$ cat config.mk
export PLATFORM = sky130hd
export DESIGN_NAME = mem_arbiter_flat
export DESIGN_NICKNAME = d
export VERILOG_FILES = /design/src/rtl/mem_arbiter_if.sv /design/src/rtl/mem_arbiter.sv /design/src/flat_wrapper.sv
export SDC_FILE = /design/constraint.sdc
export NUM_CORES = 1
export LEC_CHECK = 0
export ABC_AREA = 0
export CAP_MARGIN = 10
export CORE_MARGIN = 10
export CORE_UTILIZATION = 32
export CTS_BUF_LIST = sky130_fd_sc_hd__clkbuf_4 sky130_fd_sc_hd__clkbuf_8 sky130_fd_sc_hd__clkbuf_16
export DETAILED_ROUTE_END_ITERATION = 6
export PLACE_DENSITY = 0.82
export SETUP_SLACK_MARGIN = 0.2
export SKIP_LAST_GASP = 1
export SLEW_MARGIN = 20
export SYNTH_ARGS = -nofsm -noshare
export SYNTH_HDL_FRONTEND = slang
export SYNTH_SLANG_ARGS = --single-unit
$ cat constraint.sdc
create_clock -name clk -period 1.4 [get_ports clk]
set_input_delay 0.35 -clock clk [delete_from_list [all_inputs] [get_ports clk]]
set_output_delay 0.35 -clock clk [all_outputs]
set_load 0.02 [all_outputs]
$ cat src/rtl/mem_arbiter_if.sv
// mem_arbiter_if: requester-side and memory-side bus bundle for mem_arbiter
//   master: requesters and memory drive req_read/req_write/req_address/req_wdata/req_byte_enable, mem_resp, mem_rdata
//   slave : arbiter drives req_resp/req_rdata/req_err and the mem_read/mem_write/mem_address/mem_wdata/mem_byte_enable strobes
interface mem_arbiter_if #(
  parameter int NUM_PORTS  = 2,
  parameter int DATA_WIDTH = 16,
  parameter int ADDR_WIDTH = 16,
  parameter int MASK_WIDTH = DATA_WIDTH / 8
);
  logic [NUM_PORTS-1:0]            req_read;
  logic [NUM_PORTS-1:0]            req_write;
  logic [NUM_PORTS*ADDR_WIDTH-1:0] req_address;
  logic [NUM_PORTS*DATA_WIDTH-1:0] req_wdata;
  logic [NUM_PORTS*MASK_WIDTH-1:0] req_byte_enable;
  logic [NUM_PORTS-1:0]            req_resp;
  logic [DATA_WIDTH-1:0]           req_rdata;
  logic                            req_err;
  logic                            mem_read;
  logic                            mem_write;
  logic [ADDR_WIDTH-1:0]           mem_address;
  logic [DATA_WIDTH-1:0]           mem_wdata;
  logic [MASK_WIDTH-1:0]           mem_byte_enable;
  logic                            mem_resp;
  logic [DATA_WIDTH-1:0]           mem_rdata;
  modport master (
    output req_read, req_write, req_address, req_wdata, req_byte_enable, mem_resp, mem_rdata,
    input  req_resp, req_rdata, req_err, mem_read, mem_write, mem_address, mem_wdata, mem_byte_enable
  );
  modport slave (
    input  req_read, req_write, req_address, req_wdata, req_byte_enable, mem_resp, mem_rdata,
    output req_resp, req_rdata, req_err, mem_read, mem_write, mem_address, mem_wdata, mem_byte_enable
  );
endinterface

$ cat src/rtl/mem_arbiter.sv
// mem_arbiter: round-robin N-port arbiter onto one shared memory port with optional watchdog
//   clk, reset_n : clock, asynchronous active-low reset
//   bus (slave)  : per-port read/write requests in, shared registered mem_* strobes out
//   grant        : index of the current/last granted port
//   timeout_err  : sticky flag set when the watchdog aborts a transaction
module mem_arbiter #(
  parameter int NUM_PORTS      = 2,
  parameter int DATA_WIDTH     = 16,
  parameter int ADDR_WIDTH     = 16,
  parameter int MASK_WIDTH     = DATA_WIDTH / 8,
  parameter int TIMEOUT_CYCLES = 0,
  localparam int GW            = (NUM_PORTS > 1) ? $clog2(NUM_PORTS) : 1
) (
  input  logic          clk,
  input  logic          reset_n,
  mem_arbiter_if.slave  bus,
  output logic [GW-1:0] grant,
  output logic          timeout_err
);
  typedef enum logic [1:0] {IDLE, BUSY, RELEASE} state_t;
  state_t               state, state_n;
  logic [GW-1:0]        last_grant, win;
  logic [NUM_PORTS-1:0] req, one_hot;
  logic                 found, busy, hit, done;
  logic [31:0]          cnt;
  assign req = bus.req_read | bus.req_write;
  // scan downward so the port nearest after last_grant overwrites farther ones
  always_comb begin
    found = 1'b0;
    win = '0;
    for (int k = NUM_PORTS; k >= 1; k--)
      if (req[(int'(last_grant) + k) % NUM_PORTS]) begin
        found = 1'b1;
        win = GW'((int'(last_grant) + k) % NUM_PORTS);
      end
  end
  assign busy = state == BUSY;
  // a real response in the deadline cycle beats the watchdog
  assign hit = TIMEOUT_CYCLES > 0 && cnt == 32'(TIMEOUT_CYCLES - 1) && !bus.mem_resp;
  assign done = busy && (bus.mem_resp || hit);
  assign one_hot = {{(NUM_PORTS-1){1'b0}}, 1'b1} << grant;
  assign bus.req_resp = done ? one_hot : '0;
  assign bus.req_rdata = busy && bus.mem_resp ? bus.mem_rdata : '0;
  assign bus.req_err = busy && hit;
  always_comb state_n = state == IDLE ? (found ? BUSY : IDLE) : state == BUSY ? (done ? RELEASE : BUSY) : IDLE;
  always_ff @(posedge clk or negedge reset_n) begin
    if (!reset_n) begin
      state <= IDLE;
      grant <= '0;
      last_grant <= GW'(NUM_PORTS - 1);
      cnt <= '0;
      timeout_err <= 1'b0;
      bus.mem_read <= 1'b0;
      bus.mem_write <= 1'b0;
      bus.mem_address <= '0;
      bus.mem_wdata <= '0;
      bus.mem_byte_enable <= '0;
    end else begin
      state <= state_n;
      if (state == IDLE && found) begin
        grant <= win;
        last_grant <= win;
        cnt <= '0;
        bus.mem_write <= bus.req_write[win];
        bus.mem_read <= !bus.req_write[win];
        bus.mem_address <= bus.req_address[int'(win)*ADDR_WIDTH +: ADDR_WIDTH];
        bus.mem_wdata <= bus.req_wdata[int'(win)*DATA_WIDTH +: DATA_WIDTH];
        bus.mem_byte_enable <= bus.req_byte_enable[int'(win)*MASK_WIDTH +: MASK_WIDTH];
      end else if (done) begin
        bus.mem_read <= 1'b0;
        bus.mem_write <= 1'b0;
      end else if (busy)
        cnt <= cnt + 32'd1;
      if (bus.req_err)
        timeout_err <= 1'b1;
    end
  end
endmodule

$ cat src/flat_wrapper.sv
// flat-port wrapper written by rule: the top's interface ports become plain ports
module mem_arbiter_flat 
#(
  parameter int NUM_PORTS      = 2,
  parameter int DATA_WIDTH     = 16,
  parameter int ADDR_WIDTH     = 16,
  parameter int MASK_WIDTH     = DATA_WIDTH / 8,
  parameter int TIMEOUT_CYCLES = 0,
  localparam int GW            = (NUM_PORTS > 1) ? $clog2(NUM_PORTS) : 1
)
  (clk, reset_n, grant, timeout_err, bus_req_read, bus_req_write, bus_req_address, bus_req_wdata, bus_req_byte_enable, bus_mem_resp, bus_mem_rdata, bus_req_resp, bus_req_rdata, bus_req_err, bus_mem_read, bus_mem_write, bus_mem_address, bus_mem_wdata, bus_mem_byte_enable);
  mem_arbiter_if #(.NUM_PORTS(NUM_PORTS), .DATA_WIDTH(DATA_WIDTH), .ADDR_WIDTH(ADDR_WIDTH), .MASK_WIDTH(MASK_WIDTH)) bus_i ();
  input  logic clk;
  input  logic reset_n;
  output logic [GW-1:0] grant;
  output logic timeout_err;
  input wire logic [$bits(bus_i.req_read)-1:0] bus_req_read;
  input wire logic [$bits(bus_i.req_write)-1:0] bus_req_write;
  input wire logic [$bits(bus_i.req_address)-1:0] bus_req_address;
  input wire logic [$bits(bus_i.req_wdata)-1:0] bus_req_wdata;
  input wire logic [$bits(bus_i.req_byte_enable)-1:0] bus_req_byte_enable;
  input wire logic [$bits(bus_i.mem_resp)-1:0] bus_mem_resp;
  input wire logic [$bits(bus_i.mem_rdata)-1:0] bus_mem_rdata;
  output wire logic [$bits(bus_i.req_resp)-1:0] bus_req_resp;
  output wire logic [$bits(bus_i.req_rdata)-1:0] bus_req_rdata;
  output wire logic [$bits(bus_i.req_err)-1:0] bus_req_err;
  output wire logic [$bits(bus_i.mem_read)-1:0] bus_mem_read;
  output wire logic [$bits(bus_i.mem_write)-1:0] bus_mem_write;
  output wire logic [$bits(bus_i.mem_address)-1:0] bus_mem_address;
  output wire logic [$bits(bus_i.mem_wdata)-1:0] bus_mem_wdata;
  output wire logic [$bits(bus_i.mem_byte_enable)-1:0] bus_mem_byte_enable;
  assign bus_i.req_read = bus_req_read;
  assign bus_i.req_write = bus_req_write;
  assign bus_i.req_address = bus_req_address;
  assign bus_i.req_wdata = bus_req_wdata;
  assign bus_i.req_byte_enable = bus_req_byte_enable;
  assign bus_i.mem_resp = bus_mem_resp;
  assign bus_i.mem_rdata = bus_mem_rdata;
  assign bus_req_resp = bus_i.req_resp;
  assign bus_req_rdata = bus_i.req_rdata;
  assign bus_req_err = bus_i.req_err;
  assign bus_mem_read = bus_i.mem_read;
  assign bus_mem_write = bus_i.mem_write;
  assign bus_mem_address = bus_i.mem_address;
  assign bus_mem_wdata = bus_i.mem_wdata;
  assign bus_mem_byte_enable = bus_i.mem_byte_enable;
  mem_arbiter #(.NUM_PORTS(NUM_PORTS), .DATA_WIDTH(DATA_WIDTH), .ADDR_WIDTH(ADDR_WIDTH), .MASK_WIDTH(MASK_WIDTH), .TIMEOUT_CYCLES(TIMEOUT_CYCLES)) u_core (.clk(clk), .reset_n(reset_n), .bus(bus_i), .grant(grant), .timeout_err(timeout_err));
endmodule
==> impl_metrics.py <==
metrics = {
    "status": {
        "violations": "negative setup slack",
        "status": "finished, violations left",
    },
    "floorplan": {
        "die_x_um": 103,
        "die_area_sq_mm": 0.0106,
        "fp.dieH_um": 103,
        "start_util_pct": 32.7,
        "rows": 30,
        "io_pins": 148,
        "coreArea_sq_mm": 0.00676,
    },
    "power": {
        "power.leakage_nw": 2.17,
        "finalPower_mw": 10.8,
        "vdd_drop_max_mv": 1.17,
        "power.density_mw_per_mm2": 2090,
    },
    "setup_path": {
        "cp_cell_sequence": "nand3b_1 > buf_4 > clkinvlp_4 > and2_4 > buf_6",
        "start_kind": "flip-flop",
        "end_kind": "output port",
        "critPathKind": "flip-flop to output port",
        "path_max_fanout": 7,
        "critPathArrivalTime_ns": 1.50,
        "slowest_stage": "dfrtp_1",
        "cpPeakStageDelay_ns": 0.38,
        "cp.depth": 5,
        "worstRegToRegCells": 8,
        "cp_num_buf_inv": 3,
        "critPathRequiredTime_ns": 1.05,
        "crit_family": "buffers and inverters",
    },
    "sta": {
        "fmax_ghz": 0.540,
        "tns_ns": -10.71,
        "finalHoldViolCount": 0,
        "skew_ns": 0.00238,
        "setup_slack_ns": -0.453,
        "hold_slack_ns": 0.446,
        "setup_viol": 57,
        "rsz0062_at_grt": "yes",
        "slew_viol_final": 0,
        "min_period_over_period_pct": 132,
        "min_period_ns": 1.85,
    },
    "finish": {
        "final-seq-area_sq_mm": 0.00100,
        "fin_nets": 551,
        "antenna_cells": 0,
        "multiInputGateArea_sq_mm": 0.00133,
        "synthToLayoutAreaGrowth_pct": 134,
        "fin_area_sq_mm": 0.00518,
        "drive_gt1_share_pct": 49.1,
        "n_fill_cell": 472,
    },
    "clock_tree": {
        "cts_tree": "built",
        "numCtsBuffers": 5,
        "clk_path_buf_depth": 2,
        "clk_pin_slew_ns": 0.08,
        "cts_sinks": 40,
        "htreeDepth": 2,
        "root_buffer": "clkbuf_8",
        "clk_latency_ns": 0.29,
    },
    "grt": {
        "grt_pass1_wl_mm": 15.5,
        "grt_usage_pct": 18.7,
        "grt_pass1_vias": 2996,
        "gr-total-overflow": 0,
        "grt_max_degree": 39,
        "grt_antenna_before_repair": 0,
    },
    "logic_synthesis": {
        "netlist_instances": 243,
        "ys_seq_elements": 40,
        "netlist.area_leader.share_pct": 44.2,
        "ys_seq_area_share_pct": 45.4,
        "synth_area_sq_mm": 0.00221,
        "yosys_warnings": 0,
        "synth_cell_type_count": 24,
        "syn_avg_cell_area_sq_um": 9.09,
        "synth_area_leaders": "dfrtp_1, nand3b_1, a31oi_1",
        "yosys.area.top_type": "dfrtp_1",
    },
    "drt": {
        "vias": 2853,
        "drt-total-wl_mm": 11.0,
        "ant_nets": 0,
        "drt_pass1_iterations": 6,
        "avgViaCountPerCell": 5.28,
        "routedWlPerCell_um": 20.3,
        "first_iter_violations": 125,
        "route.detailed.drc": 0,
    },
    "worst_hold_path": {
        "min_path_cells": 2,
        "hold_class": "primary input to flip-flop",
    },
    "place": {
        "dpl_cell_area_sq_mm": 0.00394,
        "dp_hpwl_mm": 6.57,
        "io_buffer_count": 145,
        "gp_congestion": 0.704,
    },
    "job": {
        "maxCapViolations": 0,
    },
}
Yosys cell counts:
| master | instances |
|---|---|
| inv_1 | 1 |
| nand2b_1 | 1 |
| clkbuf_1 | 20 |
| dfrtp_1 | 39 |
| mux2i_1 | 1 |
| o21ai_1 | 1 |
| nand3b_1 | 35 |
| a21oi_1 | 34 |
| or4_1 | 1 |
| a31oi_1 | 34 |
| mux2_2 | 1 |
| and2_1 | 19 |
| nor2_1 | 5 |
| buf_2 | 1 |
| buf_6 | 4 |
| dfstp_2 | 1 |
| buf_4 | 2 |
| conb_1 | 1 |
| a21boi_0 | 1 |
| o2bb2ai_1 | 1 |
| o21ai_0 | 35 |
| nand2_1 | 2 |
| o21a_1 | 1 |
| mux2_4 | 2 |
routing by layer:
layer / track usage (%) / part of all wire (%) / vias up
li1: - / - / 1331
met1: 20.4 / 38 / 1399
met3: 6.84 / 8.9 / 13
met4: 4.81 / 1.2 / 0
met5: 0 / 0 / -
met2: 33.3 / 51 / 110
final timing paths:
path	to	from	slack (ns)
hold / removal	u_core.state[0]	bus_mem_resp	0.45
setup reg to reg	u_core.bus.mem_address[5]	u_core.state[0]	-0.14
setup / recovery	bus_req_rdata[7]	u_core.state[1]	-0.45
min in group asynchronous	u_core.bus.mem_address[3]	reset_n	0.48
hold reg to reg	u_core.bus.mem_wdata[3]	u_core.bus.mem_wdata[3]	0.58
max in group asynchronous	u_core.grant	reset_n	0.45
metrics by stage:
stage               worst slack (ns)  instances  utilization [%]
floorplan                     -0.287        244                -
global route                  -0.533        540             76.6
detailed placement            -0.943        466             58.3
CTS                           -0.417        520             71.6
finish                        -0.453        540             76.6
global placement              -0.893        466             58.3
final cells by class:
| cell class | instances | share of cell area [%] |
|---|---|---|
| Timing Repair Buffer | 235 | 50.8 |
| Clock buffer | 7 | 1.86 |
| Inverter | 1 | 0.121 |
| Sequential cell | 40 | 19.4 |
| Multi-Input combinational cell | 176 | 25.7 |
| Tap cell | 80 | 1.93 |
| Timing Repair inverter | 1 | 0.145 |
cells by family after synthesis:
family          synth area share (%)
compound gates                  26.6
buf+inv                         6.51
flops                           45.4
mux                             2.32
other cells                    0.170
simple gates                    19.1
cells in the final DEF (no fill, tap or decap), drive strengths merged:
| cell type | instances |
|---|---|
| buf | 146 |
| clkdlybuf4s50 | 84 |
| dfrtp | 39 |
| o21ai | 36 |
| nand3b | 35 |
| a21oi | 34 |
| a31oi | 34 |
| and2 | 19 |
| clkbuf | 10 |
| nor2 | 5 |
| mux2 | 3 |
| conb | 2 |
| nand2 | 2 |
| inv | 1 |
| nand2b | 1 |
| or4 | 1 |
| o21a | 1 |
| a21boi | 1 |
| o2bb2ai | 1 |
| mux2i | 1 |
| clkinvlp | 1 |
| dlygate4sd3 | 1 |
| dlygate4sd2 | 1 |
| dfstp | 1 |
power breakdown:
part           internal (mW)  switching, mW  leakage (nW)  total (mW)
logic                   4.33           3.38          1.66        7.71
registers               1.77          0.474         0.452        2.24
clock network          0.439          0.404        0.0503       0.843
flip-flops by register name, indices dropped and copies added (netlist names):
signal and count:
u_core.bus.mem_address 16, u_core.bus.mem_wdata 16, u_core.bus.mem_byte_enable 2, u_core.state 2
u_core.bus.mem_read 1, u_core.bus.mem_write 1, u_core.grant 1, u_core.last_grant 1
repair_timing:
item                       CTS  global route
hold buffers                 1             0
gates resized for setup    385            49
gates cloned                10             2
hold endpoints to repair     7             0
setup endpoints to repair   94            94
buffers inserted            36            18
pin swaps                   44             5
(Power assumes the default switching activity.)
